**config.mk**
```make
export PLATFORM = sky130hd
export DESIGN_NAME = mem_access_unit
export DESIGN_NICKNAME = d
export VERILOG_FILES = /design/src/rtl/mem_access_unit.sv
export SDC_FILE = /design/constraint.sdc
export NUM_CORES = 1
export LEC_CHECK = 0
export ABC_AREA = 0
export BUFFER_PORTS_ARGS = -buffer_cell sky130_fd_sc_hd__buf_2
export CAP_MARGIN = 20
export CELL_PAD_IN_SITES_DETAIL_PLACEMENT = 1
export CELL_PAD_IN_SITES_GLOBAL_PLACEMENT = 1
export CORE_ASPECT_RATIO = 1.75
export CORE_MARGIN = 5
export CORE_UTILIZATION = 38
export DETAILED_ROUTE_END_ITERATION = 16
export PLACE_DENSITY = 0.95
export SETUP_SLACK_MARGIN = 0.3
export SLEW_MARGIN = 25
export SYNTH_ARGS = -nofsm -noshare
export SYNTH_HDL_FRONTEND = slang
export SYNTH_SLANG_ARGS = --single-unit
```
**constraint.sdc**
```tcl
create_clock -name clk -period 5 [get_ports clk]
set_input_delay 0.5 -clock clk [delete_from_list [all_inputs] [get_ports clk]]
set_output_delay 0.5 -clock clk [all_outputs]
set_load 0.01 [all_outputs]
```
**src/rtl/mem_access_unit.sv**
```systemverilog
// rtl/mem_access_unit.sv - byte/halfword/word load-store engine with RMW sub-word stores
module mem_access_unit #(
  parameter int ADDR_W = 7
) (
  input  logic        clk,
  input  logic        rst,
  input  logic        req_valid,
  output logic        req_ready,
  input  logic        req_we,
  input  logic [1:0]  req_size,
  input  logic        req_unsigned,
  input  logic [31:0] req_addr,
  input  logic [31:0] req_wdata,
  output logic        resp_valid,
  input  logic        resp_ready,
  output logic [31:0] resp_rdata,
  output logic        resp_err,
  output logic        mem_write,
  output logic [31:0] m_addr,
  output logic [31:0] m_w_data,
  input  logic [31:0] m_r_data
);

  typedef enum logic [2:0] {IDLE, READ, CAPT, WRITE, RESP} state_t;

  state_t      state, state_n;
  logic        l_we;
  logic [1:0]  l_size;
  logic        l_uns;
  logic [1:0]  l_lane;
  logic [31:0] l_wdata;

  logic        accept;
  logic        req_bad;
  logic [4:0]  sh_amt;
  logic [31:0] shifted;
  logic [31:0] lane_mask;
  logic [31:0] load_val;
  logic [31:0] merged;

  assign accept     = req_valid && req_ready;
  assign req_ready  = (state == IDLE) && rst;
  assign resp_valid = (state == RESP);
  // A reset asserted during WRITE must suppress the falling-edge write
  assign mem_write  = (state == WRITE) && rst;

  // Reject illegal size, misalignment and addresses beyond the memory
  always_comb begin
    req_bad = 1'b0;
    if (req_size == 2'b11) req_bad = 1'b1;
    if (req_size == 2'b01 && req_addr[0]) req_bad = 1'b1;
    if (req_size == 2'b10 && req_addr[1:0] != 2'b00) req_bad = 1'b1;
    if (req_addr[31:ADDR_W+2] != '0) req_bad = 1'b1;
  end

  // Lane extraction for loads and lane merge for sub-word stores (little-endian)
  always_comb begin
    sh_amt    = (l_size == 2'b00) ? {l_lane, 3'b000} : {l_lane[1], 4'b0000};
    shifted   = m_r_data >> sh_amt;
    lane_mask = ((l_size == 2'b00) ? 32'h0000_00ff : 32'h0000_ffff) << sh_amt;
    merged    = (m_r_data & ~lane_mask) | ((l_wdata << sh_amt) & lane_mask);
    case (l_size)
      2'b00:   load_val = l_uns ? {24'b0, shifted[7:0]}  : {{24{shifted[7]}}, shifted[7:0]};
      2'b01:   load_val = l_uns ? {16'b0, shifted[15:0]} : {{16{shifted[15]}}, shifted[15:0]};
      default: load_val = m_r_data;
    endcase
  end

  // Next-state logic
  always_comb begin
    state_n = state;
    case (state)
      IDLE: begin
        if (accept) begin
          if (req_bad) state_n = RESP;
          else if (req_we && req_size == 2'b10) state_n = WRITE;
          else state_n = READ;
        end
      end
      READ:    state_n = CAPT;
      CAPT:    state_n = l_we ? WRITE : RESP;
      WRITE:   state_n = RESP;
      RESP:    if (resp_ready) state_n = IDLE;
      default: state_n = IDLE;
    endcase
  end

  // State register
  always_ff @(posedge clk) begin
    if (!rst) state <= IDLE;
    else      state <= state_n;
  end

  // Request latch, memory port registers and response registers
  always_ff @(posedge clk) begin
    if (!rst) begin
      l_we       <= 1'b0;
      l_size     <= 2'b00;
      l_uns      <= 1'b0;
      l_lane     <= 2'b00;
      l_wdata    <= 32'b0;
      resp_err   <= 1'b0;
      resp_rdata <= 32'b0;
      m_addr     <= 32'b0;
      m_w_data   <= 32'b0;
    end else begin
      case (state)
        IDLE: begin
          if (accept) begin
            l_we       <= req_we;
            l_size     <= req_size;
            l_uns      <= req_unsigned;
            l_lane     <= req_addr[1:0];
            l_wdata    <= req_wdata;
            resp_err   <= req_bad;
            resp_rdata <= 32'b0;
            if (!req_bad) begin
              m_addr   <= {{(30-ADDR_W){1'b0}}, req_addr[ADDR_W+1:2]};
              m_w_data <= req_wdata;
            end
          end
        end
        CAPT: begin
          if (l_we) m_w_data   <= merged;
          else      resp_rdata <= load_val;
        end
        default: ;
      endcase
    end
  end

endmodule

```
==> results of run 1 <==
layout make-up:
type / instances / area [um2] / share of cell area
Antenna cell: 1 / 2.502 / 0.0003832
Clock buffer: 10 / 229.0 / 0.03506
Clock inverter: 6 / 65.06 / 0.009964
Inverter: 1 / 3.754 / 0.0005748
Multi-Input combinational cell: 486 / 3097 / 0.4742
Sequential cell: 97 / 1942 / 0.2974
Tap cell: 180 / 225.2 / 0.03449
Timing Repair Buffer: 188 / 965.9 / 0.1479
path summary, 6_finish.rpt:
check | cells past startpoint | to | slack (ns)
max | 6 | resp_rdata[8]$_SDFFE_PN0P_ | 1.97
min | 3 | l_uns$_SDFFE_PN0P_ | 0.33
max reg2reg | 6 | resp_rdata[8]$_SDFFE_PN0P_ | 1.97
min reg2reg | 2 | m_addr[1]$_SDFFE_PN0P_ | 0.46
cell families after synthesis:
family,Yosys count
and+or+nand+nor,213
other,1
DFF,97
buffers and inverters,93
muxes,29
AOI/OAI and AO/OA,219
state kept, by name, indices dropped and copies added, names as in the netlist:
signal	flops
m_w_data	32
resp_rdata	32
l_wdata	16
m_addr	7
state	3
l_lane	2
l_size	2
l_uns	1
l_we	1
resp_err	1
synthesized netlist by cell type, types with 2 or more instances:
master / count
a2111o_1: 16
a211o_1: 2
a21boi_0: 13
a21boi_1: 20
a21oi_1: 12
a21oi_2: 2
a221o_1: 15
a22o_1: 16
a31o_2: 8
a31oi_1: 8
a32o_1: 8
and3_1: 2
buf_1: 9
buf_2: 15
buf_4: 28
buf_6: 3
clkbuf_1: 34
clkbuf_2: 3
dfxtp_1: 97
mux2_2: 5
mux2i_1: 24
nand2_1: 91
nand2b_1: 31
nand3_1: 27
nand4_1: 8
nor2_1: 23
nor3_1: 7
nor3b_1: 2
nor4_1: 6
o2111ai_1: 16
o211ai_1: 9
o21a_1: 9
o21ai_0: 60
or3_1: 5
worst max-delay path, stage by stage (launching register included):
cell and delay (ns):
dfxtp_1 0.74, buf_4 0.42, mux2i_1 0.35, nor4_1 0.10
a311oi_1 0.84, nand2_1 0.16, a32o_1 0.30
metrics by stage:
stage	util	total power [mW]	setup WS, ns	instance area (um2)
floorplan	-	1.036	3.095	5532
global placement	0.4382	1.128	2.225	6233
detailed placement	0.4382	1.139	2.087	6233
global route	0.4591	1.910	1.757	6530
CTS	0.4589	1.848	2.049	6528
finish	0.4591	1.842	1.971	6530
routing by layer:
layer	share of wire	GRT usage
met5	0.00092	0
met4	0.063	0.1484
met3	0.076	0.05307
met2	0.51	0.4165
met1	0.35	0.2458
where the power goes:
group | total, mW | switching, mW | internal [mW]
logic | 0.301 | 0.192 | 0.109
registers | 0.829 | 0.0360 | 0.793
clock network | 0.711 | 0.321 | 0.390
total | 1.84 | 0.550 | 1.29
==> metrics.yaml, run 1 <==
cp-end-kind: "flop"
ir_worst_vdd_v: 0.0001490
start_util: 0.3826
ios: 204
critPathKind: "reg -> reg"
cts_resized: 0
die_x_um: 100.5
numCtsBuffers: 9
critPathLaunch: "l_lane[1]$_SDFFE_PN0P_"
grt_use_total: 0.2356
dp.cells: 952
grt_antenna_before_repair: 3
p_per_area_nw_per_um2: 282.1
rsz0062_at_grt: "false"
fin_tns_setup_ns: 0
synthArstFlopShare: 0
synth.area.top_cells: "dfxtp_1 (36%), nand2_1 (6.3%), o21ai_0 (5.5%), mux2i_1 (4.4%), buf_4 (3.9%)"
syn_avg_cell_area_um2: 8.346
die_h_um: 168.3
worst_slew_pin_slew_ns: 0.9856
synth-seq-area-share: 0.3569
overflow: 0
cp_max_fo: 27
place_congestion: 0.8794
syn_area_um2: 5441
synth-xor-area-share: 0
finalMaxSlewViolations: 0
viasPerCell: 5.916
drt_iter0_drc: 397
stdcell_count: 969
worstReg2RegStart: "l_lane[1]$_SDFFE_PN0P_"
vias: 5733
die_area_um2: 16910
cts_setup_buffers: 0
synthDistinctLibCells: 52
ant_nets: 0
layout_commonest_cell: "buf_2"
path_clk_slew_ns: 0.07
core_um2: 14220
synth-compound-area-share: 0.3014
synth-edff-count: 0
maxCapViolations: 0
synth_top_family_by_area: "compound AO/OA/AOI/OAI gates"
fmax_mhz: 330.1
grt_pass1_vias: 5847
drtPass1Iterations: 5
muxShareOfSynthArea: 0.05450
hold_viol_final: 0
clock_skew_ns: 0.009218
period_share: 0.6059
hp-start: "req_unsigned"
cts_tree: "done"
cp.required_ns: 5.25
netlist_instances: 652
layout_common_cells: "buf_2 (178), dfxtp_1 (97), nand2_1 (91)"
fillerInstances: 1778
wire_per_inst_um: 21.24
timing.slew.headroom: 0.3385
clock-sinks: 97
grt_max_degree: 59
port_buffers: 178
cts.path.max_buffers: 2
clkLatencyLatePin_ns: 0.36
area_delta_synth_final_pct: 20.00
hold_ws_ns: 0.3329
cts-root-buf: "clkbuf_16"
drive_gt1_frac: 0.2881
status: "completed"
rows: 58
yosys_warnings: 0
ys_ff_latch: 97
h-tree-depth: 3
finalSetupViolations: 0
grt_pass1_wl_um: 31050
route.detailed.drc: 0
synthAdderAreaFrac: 0
critical_path_arrival_ns: 3.28
hp-class: "in -> reg"
layout.nets: 887
drt_wl_total_um: 20580
post-dp-hpwl_um: 15460
leakage_nw: 2.903
timing.final.crit_period_ns: 3.029
worstSetupStartpointType: "flop"
synth-main-ff-cell: "dfxtp_1"
synth.top_cell.area_share: 0.3569
cts_hold_buffers: 0
yosys.area_share.simple: 0.1948
yosysTopAreaCell: "dfxtp_1"
Power figures use the tool's default switching activity.
==> run 2, diff against run 1 <==
CORE_UTILIZATION = 35   (was 38)
PLACE_DENSITY = 0.9   (was 0.95)
clock period = 2.86 ns   (was 5 ns; I/O delays follow)
==> metrics.yaml, run 2 (same netlist as run 1, synthesis figures left out) <==
status: "completed"
regArea_um2: 1942  # unchanged
core_um2: 15310  # +7.7%
overflow: 0  # unchanged
die_h_um: 174.9  # +3.9%
critPathMaxStageDelay_ns: 0.57  # -0.27 ns
clock_skew_ns: 0.009263  # +0.00004499 ns
start_util: 0.3553  # -0.02725
layout.nets: 897  # +1.1%
worstSetupStartpointType: "flop"
worst_slack_ns: 0.6004  # -1.370 ns
worstReg2RegStart: "state[1]$_SDFFE_PN0P_"
worst_slew_pin_slew_ns: 0.9937  # +0.008111 ns
post-dp-hpwl_um: 16160  # +4.5%
hp-class: "in -> reg"
cts_resized: 0  # unchanged
finalMaxSlewViolations: 0  # unchanged
power.internal_mw: 2.296  # +78%
cts_setup_buffers: 0  # unchanged
top_regs: "m_w_data (32), resp_rdata (32), l_wdata (16)"
cts_tree: "done"
numCtsBuffers: 9  # unchanged
drive_gt1_frac: 0.2970  # +0.008921
layout_commonest_cell: "buf_2"
timing.final.crit_period_ns: 2.260  # -0.7699 ns
fmax_mhz: 442.6  # +34%
rr_worst_depth: 6  # unchanged
critPathLaunch: "state[1]$_SDFFE_PN0P_"
grt_use_total: 0.2212  # -0.01446
slowest_stage: "nand2_1"
route.detailed.drc: 0  # unchanged
hold_viol_final: 0  # unchanged
sw_frac_of_total: 0.2934  # -0.004933
final_util: 0.4325  # -0.02658
die_area_um2: 18240  # +7.9%
grt_pass1_wl_um: 32290  # +4.0%
cp_common_cell: "nand2_1"
p_switching_mw: 0.9533  # +73%
cts_hold_buffers: 0  # unchanged
holdPathStages: 3  # unchanged
combPwrFrac: 0.171  # +0.007
multi_input_area_um2: 3097  # unchanged
die_x_um: 104.3  # +3.8%
p_seq_frac: 0.443  # -0.007
drt_iter0_drc: 388  # -2.3%
crit_chain: "nor3b_4, buf_4, nand2_1, nand2_1, o2111ai_1, a21boi_0"
rsz0062_at_grt: "false"
cp.required_ns: 3.12  # -2.13 ns
path_clk_slew_ns: 0.07  # about the same
port_buffers: 178  # unchanged
critPathKind: "reg -> reg"
clock-sinks: 97  # unchanged
layout_common_cells: "buf_2 (178), dfxtp_1 (97), nand2_1 (91)"
maxCapViolations: 0  # unchanged
cp_max_fo: 18  # -33%
grt_max_degree: 49  # -17%
drt_wl_total_um: 21000  # +2.0%
area_delta_synth_final_pct: 21.73
place_congestion: 0.9027  # +2.6%
dp_slack_ns: 0.5439  # -1.543 ns
clkLatencyLatePin_ns: 0.35  # about the same
ios: 204  # unchanged
p_per_area_nw_per_um2: 490.5  # +74%
vias: 5702  # -0.54%
fin_tns_setup_ns: 0  # unchanged
grt_antenna_before_repair: 1  # -2
h-tree-depth: 3  # unchanged
leakage_nw: 2.952  # +1.7%
timing.slew.headroom: 0.3351  # -0.003402
rows: 60  # +3.4%
drtPass1Iterations: 5  # unchanged
ir_worst_vdd_v: 0.0002645  # +77%
r2r_setup_slack_ns: 0.60  # -1.37 ns
critical_path_arrival_ns: 2.52  # -0.76 ns
period_share: 0.7901  # +0.1842
grt_pass1_vias: 5939  # +1.6%
hp-start: "req_unsigned"
cp-end-kind: "flop"
cts-root-buf: "clkbuf_16"
viasPerCell: 5.789  # -2.2%
wire_per_inst_um: 21.32  # +0.38%
clockPowerShare: 0.387  # about the same
finalSetupViolations: 0  # unchanged
fillerInstances: 1894  # +6.5%
cts.path.max_buffers: 2  # unchanged
ant_nets: 0  # unchanged
run 2: final cells by class:
| type | count | area share |
|---|---|---|
| clock inverters | 5 | 0.009445 |
| flip-flops and latches | 97 | 0.2932 |
| well taps | 186 | 0.03513 |
| clock buffers | 11 | 0.03665 |
| multi-input cells | 486 | 0.4675 |
| diodes | 1 | 0.0003778 |
| repair buffers | 198 | 0.1572 |
| inverters | 1 | 0.0005667 |
run 2: power groups by stage:
stage | logic [mW] | clock network [mW] | registers [mW]
finish | 0.555 | 1.26 | 1.44
global route | 0.601 | 1.32 | 1.44
CTS | 0.549 | 1.27 | 1.44
detailed placement | 0.544 | 0 | 1.47
global placement | 0.532 | 0 | 1.47
floorplan | 0.367 | 0 | 1.44
run 2: worst max-delay path, delay by kind of cell (launching register included):
kind | cells | cell delay, ns
buffers and inverters | 1 | 0.27
AND/OR/NAND/NOR | 3 | 0.94
AO/OA/AOI/OAI | 2 | 0.46
flip-flops | 1 | 0.50
run 2: path summary, 6_finish.rpt:
check / end
worst max-delay path: m_w_data[12]$_SDFFE_PN0P_
worst min-delay path: l_uns$_SDFFE_PN0P_
worst max register to register: m_w_data[12]$_SDFFE_PN0P_
worst min register to register: m_addr[5]$_SDFFE_PN0P_
run 2: metrics by stage:
step,hold slack [ns],total power [mW],std cells,area [um2]
after global placement,0.4427,1.997,968,6316
after floorplan,0.3850,1.811,676,5532
after detailed placement,0.4465,2.011,968,6316
final,0.1351,3.249,985,6624
after CTS,0.1311,3.259,984,6621
after global routing,0.1385,3.366,985,6624
run 2: routing by layer:
| metal | part of all wire | vias to the layer above | GRT usage |
|---|---|---|---|
| li1 | - | 2645 | - |
| met1 | 0.38 | 2722 | 0.2404 |
| met2 | 0.49 | 264 | 0.3860 |
| met3 | 0.060 | 71 | 0.03882 |
| met4 | 0.072 | 0 | 0.1513 |
| met5 | 0 | - | 0 |
==> run 3, diff against run 2 <==
ABC_AREA = 1   (was 0)
CORE_UTILIZATION = 33   (was 35)
clock period = 2.1 ns   (was 2.86 ns; I/O delays follow)
==> metrics.yaml, run 3 <==
status: "completed"
numCtsBuffers: 9  # unchanged
overflow: 0  # unchanged
netlist_instances: 965  # +48%
h-tree-depth: 3  # unchanged
synthArstFlopShare: 0  # unchanged
met3_usage: 0.03155  # -0.007262
muxShareOfSynthArea: 0  # -0.05450
rsz0062_at_grt: "true"
worstSetupStartpointType: "flop"
path_clk_slew_ns: 0.07  # about the same
fmax_mhz: 575.8  # +30%
fin_tns_setup_ns: 0  # unchanged
synthAdderAreaFrac: 0  # unchanged
layout_commonest_cell: "nand2_1"
hold_viol_final: 0  # unchanged
synth-main-ff-cell: "dfxtp_1"
clock-sinks: 97  # unchanged
area_delta_synth_final_pct: 25.18
drive_gt1_frac: 0.2241  # -0.07289
route.detailed.drc: 0  # unchanged
timing.slew.headroom: 0.5936  # +0.2585
p_per_area_nw_per_um2: 656.1  # +34%
finalSetupViolations: 0  # unchanged
clkLatencyLatePin_ns: 0.36  # about the same
timing.final.crit_period_ns: 1.737  # -0.5227 ns
ios: 204  # unchanged
clock_skew_ns: 0.01354  # +0.004275 ns
leakage_nw: 3.687  # +25%
die_x_um: 110.5  # +6.0%
synthDistinctLibCells: 27  # -48%
synth_top_family_by_area: "simple AND/OR/NAND/NOR gates"
synth-seq-area-share: 0.3331  # -0.02374
yosysMostFrequentCell: "nand2_1"
syn_area_um2: 5829  # +7.1%
grt_pass1_wl_um: 34740  # +7.6%
start_util: 0.3339  # -0.02138
grt_util_met1: 0.2305  # -0.009848
ir_worst_vdd_v: 0.0005013  # +90%
synth-edff-count: 0  # unchanged
grt-busiest-layer: "met2"
place_congestion: 0.9361  # +3.7%
layout.nets: 1219  # +36%
grt_pass1_vias: 6761  # +14%
layout_common_cells: "nand2_1 (295), buf_2 (178), a21oi_1 (125)"
cp-end-kind: "flop"
synth.top_cell.area_share: 0.3331  # -0.02374
maxCapViolations: 0  # unchanged
critical_path_arrival_ns: 1.99  # -0.53 ns
cp_max_fo: 22  # +4
grt_antenna_before_repair: 3  # +2
cts.path.max_buffers: 2  # unchanged
met2_usage: 0.3896  # +0.003542
grt_max_degree: 68  # +39%
syn_avg_cell_area_um2: 6.041  # -28%
rows: 64  # +6.7%
synth_commonest_cells: "nand2_1 (297), a21oi_1 (125), nand3_1 (106), dfxtp_1 (97), nor2_1 (96)"
power_mw: 4.788  # +47%
vias: 6806  # +19%
finalMaxSlewViolations: 0  # unchanged
yosys_warnings: 0  # unchanged
drtPass1Iterations: 5  # unchanged
cts_hold_buffers: 0  # unchanged
period_share: 0.8271  # +0.03700
synth.area.top_cells: "dfxtp_1 (33%), nand2_1 (19%), a21oi_1 (11%), nand3_1 (9.1%), nor2_1 (6.2%)"
viasPerCell: 5.027  # -13%
hp-class: "in -> reg"
critPathKind: "reg -> reg"
yosysTopAreaCell: "dfxtp_1"
wire_per_inst_um: 17.80  # -17%
ys_ff_latch: 97  # unchanged
die_h_um: 185.8  # +6.2%
core_um2: 17460  # +14%
worst_slew_pin_slew_ns: 0.6096  # -0.3841 ns
synth-xor-area-share: 0  # unchanged
yosys.area_share.simple: 0.3651  # +0.1703
post-dp-hpwl_um: 17410  # +7.7%
port_buffers: 178  # unchanged
hold_ws_ns: 0.09098  # -0.04414 ns
grt_use_total: 0.2082  # -0.01298
cts_tree: "done"
worst_slack_ns: 0.3632  # -0.2373 ns
drt_wl_total_um: 24110  # +15%
die_area_um2: 20530  # +13%
synth-compound-area-share: 0.1567  # -0.1448
top_regs: "m_w_data (32), resp_rdata (32), l_wdata (16)"
place_area_um2: 6774  # +7.3%
cp.required_ns: 2.35  # -0.77 ns
ant_nets: 0  # unchanged
dp_slack_ns: 0.2148  # -0.3291 ns
cts-root-buf: "clkbuf_16"
drt_iter0_drc: 487  # +26%
fin_area_um2: 7297  # +10%
## run 3: cell types whose count changed in the layout (fill, tap and decap cells not counted), moves of 15 or more
cell	delta
o2111ai_1	-16
nand3_1	+77
a21boi_1	-20
a21oi_1	+113
nor2_1	+72
inv_1	+77
a2111o_1	-16
mux2i_1	-24
a221o_1	-15
a22o_1	-16
o21ai_0	-32
nand2_1	+204
nand2b_1	-31
## run 3: timing repair
| action | 4_1_cts | 5_1_grt |
|---|---|---|
| pin swaps | 0 | 4 |
| gates resized for setup | 4 | 14 |
| endpoints found under the setup margin | 19 | 72 |
| hold endpoints to repair | 0 | 0 |
| gates cloned | 0 | 5 |
| setup buffers | 0 | 4 |
## run 3: area by class of cell
| cell class | instances | area [um2] |
|---|---|---|
| Antenna cell | 3 | 7.507 |
| Clock buffer | 10 | 229.0 |
| Clock inverter | 6 | 73.82 |
| Fill cell | 2410 | 10160 |
| Inverter | 85 | 319.1 |
| Multi-Input combinational cell | 714 | 3199 |
| Sequential cell | 97 | 1946 |
| Tap cell | 231 | 289.0 |
| Timing Repair Buffer | 208 | 1234 |
## run 3: worst max-delay path, cell delays in order (launching register included)
cell and delay [ns]:
dfxtp_1 0.46, nor2_4 0.09, nand2_2 0.16, buf_4 0.29
nand3_1 0.16, nand2_1 0.14, o21a_1 0.13, nand3_1 0.08
nand2_1 0.08, nor2_1 0.05
## run 3: cell families after synthesis
| kind of cell | count (synthesis) |
|---|---|
| other | 1 |
| buffers and inverters | 179 |
| and+or+nand+nor | 515 |
| DFF | 97 |
| AOI/OAI and AO/OA | 173 |
## run 3: power breakdown
group | switching, mW | internal (mW)
logic | 0.734 | 0.386
clock network | 0.804 | 0.943
registers | 0.0376 | 1.88
total | 1.58 | 3.21
## run 3: metrics by stage
step	utilization	cells
after detailed placement	0.3880	1326
after CTS	0.4065	1342
final	0.4180	1354
after floorplan	-	989
after global routing	0.4180	1354
after global placement	0.3880	1326
## run 3: worst paths after layout
check	endpoint	slack [ns]	cells after the start	start
setup / recovery	m_w_data[7]$_SDFFE_PN0P_	0.36	9	l_size[1]$_SDFFE_PN0P_
hold / removal	l_wdata[15]$_SDFFE_PN0P_	0.09	3	req_wdata[15]
setup reg to reg	m_w_data[7]$_SDFFE_PN0P_	0.36	9	l_size[1]$_SDFFE_PN0P_
hold reg to reg	m_addr[4]$_SDFFE_PN0P_	0.44	2	m_addr[4]$_SDFFE_PN0P_
## run 3: metal layers
metal | wire (um) | part of all wire
met1 | 9075 | 0.38
met3 | 1119 | 0.046
met4 | 924 | 0.038
met5 | 0 | 0
met2 | 12990 | 0.54
